## src/rtl/shift_add_multiplier_32bit.sv

```systemverilog
// Sequential 32x32 unsigned shift-and-add multiplier.
// One add/shift iteration per clock, 32 iterations, 64-bit registered product.

module rca32 (
    input  logic [31:0] i_a,
    input  logic [31:0] i_b,
    input  logic        i_cin,
    output logic [31:0] o_sum,
    output logic        o_cout
);
    logic [32:0] w_c;

    assign w_c[0] = i_cin;

    generate
        for (genvar gi = 0; gi < 32; gi++) begin : g_fa
            assign o_sum[gi]  = i_a[gi] ^ i_b[gi] ^ w_c[gi];
            assign w_c[gi+1]  = (i_a[gi] & i_b[gi]) | (w_c[gi] & (i_a[gi] ^ i_b[gi]));
        end
    endgenerate

    assign o_cout = w_c[32];
endmodule

module shift_add_multiplier_32bit (
    input  logic        clk,
    input  logic        rst_n,
    input  logic        start,
    input  logic [31:0] a,
    input  logic [31:0] b,
    output logic [63:0] product,
    output logic        busy,
    output logic        done
);
    typedef enum logic [1:0] {
        S_IDLE = 2'd0,
        S_RUN  = 2'd1,
        S_DONE = 2'd2
    } state_t;

    state_t      r_state;
    state_t      w_state_next;
    logic [31:0] r_m;
    logic [31:0] r_q;
    logic [31:0] r_a;
    logic        r_c;
    logic [5:0]  r_cnt;
    logic [63:0] r_product;

    logic [31:0] w_sum;
    logic        w_cout;
    logic [31:0] w_add_a;
    logic        w_add_c;
    logic [31:0] w_a_next;
    logic [31:0] w_q_next;

    rca32 u_adder (
        .i_a   (r_a),
        .i_b   (r_m),
        .i_cin (1'b0),
        .o_sum (w_sum),
        .o_cout(w_cout)
    );

    // C is always cleared by the shift, so the no-add path keeps {C,A} = {0,A}.
    assign w_add_a  = r_q[0] ? w_sum  : r_a;
    assign w_add_c  = r_q[0] ? w_cout : r_c;
    assign w_a_next = {w_add_c, w_add_a[31:1]};
    assign w_q_next = {w_add_a[0], r_q[31:1]};

    always_comb begin
        w_state_next = r_state;
        case (r_state)
            S_IDLE:  if (start) w_state_next = S_RUN;
            S_RUN:   if (r_cnt == 6'd31) w_state_next = S_DONE;
            S_DONE:  w_state_next = S_IDLE;
            default: w_state_next = S_IDLE;
        endcase
    end

    always_ff @(posedge clk or negedge rst_n) begin
        if (!rst_n) begin
            r_state   <= S_IDLE;
            r_m       <= '0;
            r_q       <= '0;
            r_a       <= '0;
            r_c       <= 1'b0;
            r_cnt     <= '0;
            r_product <= '0;
        end else begin
            r_state <= w_state_next;
            case (r_state)
                S_IDLE: begin
                    if (start) begin
                        r_m   <= a;
                        r_q   <= b;
                        r_a   <= '0;
                        r_c   <= 1'b0;
                        r_cnt <= '0;
                    end
                end
                S_RUN: begin
                    r_a   <= w_a_next;
                    r_q   <= w_q_next;
                    r_c   <= 1'b0;
                    r_cnt <= r_cnt + 6'd1;
                    // Final iteration: capture the shifted result directly.
                    if (r_cnt == 6'd31)
                        r_product <= {w_a_next, w_q_next};
                end
                default: ;
            endcase
        end
    end

    assign product = r_product;
    assign busy    = (r_state == S_RUN);
    assign done    = (r_state == S_DONE);
endmodule

```

## config.mk

```make
export PLATFORM = sky130hd
export DESIGN_NAME = shift_add_multiplier_32bit
export DESIGN_NICKNAME = d
export VERILOG_FILES = /design/src/rtl/shift_add_multiplier_32bit.sv
export SDC_FILE = /design/constraint.sdc
export NUM_CORES = 1
export LEC_CHECK = 0
export CAP_MARGIN = 20
export CORE_UTILIZATION = 35
export DETAILED_ROUTE_END_ITERATION = 8
export GPL_ROUTABILITY_DRIVEN = 1
export GPL_TIMING_DRIVEN = 0
export PLACE_DENSITY = 0.57
export SLEW_MARGIN = 20
export SYNTH_ARGS = -nofsm -noshare
export SYNTH_HDL_FRONTEND = slang
export SYNTH_HIERARCHICAL = 1
export SYNTH_SLANG_ARGS = --single-unit
```

## constraint.sdc

```tcl
create_clock -name clk -period 12.5 [get_ports clk]
set_input_delay 2.5 -clock clk [delete_from_list [all_inputs] [get_ports clk]]
set_output_delay 2.5 -clock clk [all_outputs]
set_load 0.01 [all_outputs]
```

==> metrics.cfg, run 1 <==
[run_status]
status = finished clean

[grt]
grt_remaining_overflow = 0
track_usage_pct = 16.1
antenna_found_initial = 0
first_global_vias = 5385
grt_pass1_wl_microns = 28100
grt_max_degree = 64

[run]
maxCapViolations = 0

[yosys]
ys_seq_area_share_pct = 53.9
synth_top_family_by_area = multiplexers
synthMuxAreaShare_pct = 19.9
synth_fp_nets = 702
synth-simple-area-share_pct = 4.46
synth_area_per_cell_sq_um = 12.9
synth_edf_count = 0
synth_compound_area_share_pct = 7.85
synthCells = 602
synth_ff_type = dfrtp_1
ys_ff_latch = 168
yosys.area_share.adder_pct = 8.38
synth_async_sr_flop_share_pct = 100
synth.distinct_cells = 33
synth_xor_area_share_pct = 0.112
synth_area_sq_um = 7790
yosys_warnings = 6

[clocking]
clkLatencyLatePin_ns = 0.43
cts_sinks = 168
cts-root-buf = clkbuf_16
h-tree-depth = 4
clock_path_buffers = 2
hold_buffers = 0
clk_pin_slew_ns = 0.06
cts_tree = done
cts_buffers = 17

[cells_and_area]
layout_common_cells = 168 x dfrtp_1, 131 x clkdlybuf4s50_1, 68 x nand2_1
layout_commonest_cell = dfrtp_1
utilization_pct = 46.6
fillCellCount = 1940
antenna_cells = 0
fin_cells = 1049
area_growth_pct = 30.6
final_layout_size_suffix_gt1_share_pct = 20.3
final_nets = 856

[sta]
setup_tns_ns = 0
max_freq_mhz = 82.5
slew_violations = 0
finalCritPeriodShare_pct = 97.0
fin_skew_ns = 0.0175
max_slew_margin_pct = 65.7
setup_viol = 0
worstMarginPinSlew_ns = 0.514
timing.final.crit_period_ns = 12.12
final_hold_viol_count = 0
rsz0062_at_grt = no

[routing]
drt-initial-drc-count = 179
ant_nets = 0
drc = 0
drt_first_pass_iters = 4
wire_per_inst_microns = 16.5
drt_wl_total_microns = 17300
via_count = 5037
vias_per_cell = 4.80

[setup_path]
rr_startpoint = r_a[0]$_DFFE_PN0P_
end_kind = flip-flop
crit_path_start = r_a[0]$_DFFE_PN0P_
startpoint_type = flip-flop
critPathCapture = product[62]$_DFFE_PN0P_
critPathKind = reg2reg
crit_path_top_delay_cell = fa_1
critPathArrivalTime_ns = 12.47
crit_required_ns = 12.85
max_stage_delay_ns = 0.41
regToRegEndpoint = product[62]$_DFFE_PN0P_
reg2reg_depth = 38
cp_max_fo = 2
rrSetupSlack_ns = 0.38
crit_top_cell = fa_2

[hold_path]
hold_depth = 1
holdCritPathClass = reg2reg

[floorplan]
die_x_microns = 151
start_util_pct = 35.7
ios = 133
rows = 54
die_area_sq_um = 22900
placeableCoreArea_sq_um = 21800
die_h_microns = 151

[placement]
dp_cells = 1016
io_buffers = 132
gp_congestion = 0.785
dp_hpwl_microns = 12200

[power_and_ir_drop]
ir_drop_uv = 93.6
p_per_area_nw_per_um2 = 245
total_leakage_power_uw = 0.00468

-- what timing repair did --
action	4_1_cts	5_1_grt
buffers inserted	1	0
setup endpoints to repair	6	4
endpoints found under the hold margin	0	0
resized for setup	13	9
pin swaps	0	2
-- stage by stage --
stage	hold WS, ns	setup WS (ns)	power (uW)	area, sq um
after global placement	0.466	-0.534	1920	9480
after detailed placement	0.478	-0.597	1970	9540
after floorplan	0.446	0.0128	1590	7810
after global routing	0.527	0.0220	2690	10200
final	0.486	0.378	2490	10200
after CTS	0.489	0.0143	2510	10200
-- synth_stat cells, types with 2 or more instances --
library cell,number,area [sq um]
mux2i_1,65,651
o22ai_1,4,25.0
mux2_4,44,661
fa_1,32,641
nor2b_1,2,12.5
inv_1,45,169
o21ai_0,66,330
buf_6,10,113
a31oi_1,2,12.5
clkbuf_1,14,52.6
mux2_2,21,236
nand2_1,68,255
buf_2,10,50.1
a21oi_1,2,10.0
dfrtp_1,168,4200
buf_4,3,22.5
a22oi_1,29,218
nand4_1,2,12.5
-- cell type report --
class,instances,area (sq um),share of cell area (%)
Tap cell,280,350,3.44
Clock inverter,13,119,1.17
Buffer,37,238,2.34
Multi-Input combinational cell,351,3250,31.9
Inverter,46,178,1.75
Sequential cell,168,4200,41.3
Clock buffer,19,453,4.45
Timing Repair Buffer,135,1390,13.6
-- how the worst min path moves through the flow --
| stage | endpoint | startpoint |
|---|---|---|
| floorplan | r_cnt[5]$_DFFE_PN0P_ | r_cnt[5]$_DFFE_PN0P_ |
| global placement | r_cnt[5]$_DFFE_PN0P_ | r_cnt[5]$_DFFE_PN0P_ |
| detailed placement | r_cnt[5]$_DFFE_PN0P_ | r_cnt[5]$_DFFE_PN0P_ |
| CTS | r_cnt[5]$_DFFE_PN0P_ | r_cnt[5]$_DFFE_PN0P_ |
| global route | r_cnt[5]$_DFFE_PN0P_ | r_cnt[5]$_DFFE_PN0P_ |
| finish | r_cnt[5]$_DFFE_PN0P_ | r_cnt[5]$_DFFE_PN0P_ |
-- where the power goes --
group / internal (uW) / leakage, uW / switching [uW]
Sequential: 782 / 0.00213 / 192
Combinational: 552 / 0.00227 / 447
Clock: 287 / 0.000273 / 229
-- worst max-delay path: cells and delay by family, from the launching register on --
kind	cells	cell delay (ns)
flops	1	0.40
mux	2	0.22
buf+inv	4	0.26
fa+ha+maj	32	11.14
-- flip-flops by register name, indices dropped and copies added (netlist names) --
| name | count |
|---|---|
| r_state | 2 |
| r_q | 32 |
| r_a | 32 |
| r_cnt | 6 |
| product | 64 |
| r_m | 32 |
-- metal layers --
metal / GRT usage (%) / part of all wire, %
met5: 0 / 0
met1: 21.9 / 48
met4: 4.85 / 1.0
met3: 4.16 / 5.3
met2: 25.1 / 45
-- cell families (layout without fill, tap and decap cells) --
family | after synthesis | count (layout)
AOI/OAI and AO/OA | 105 | 105
and+or+nand+nor | 81 | 81
muxes | 130 | 130
xor gates and xnor gates | 1 | 1
adders and majority gates | 33 | 33
buffers and inverters | 83 | 250
other | 1 | 1
DFF | 168 | 168
(Power assumes the default switching activity.)
==> run 2, diff against run 1 <==
Settings changed: TNS_END_PERCENT set to 30.
==> results of run 2 <==
The final DEF is identical to that of run 1; final timing and power are the same.
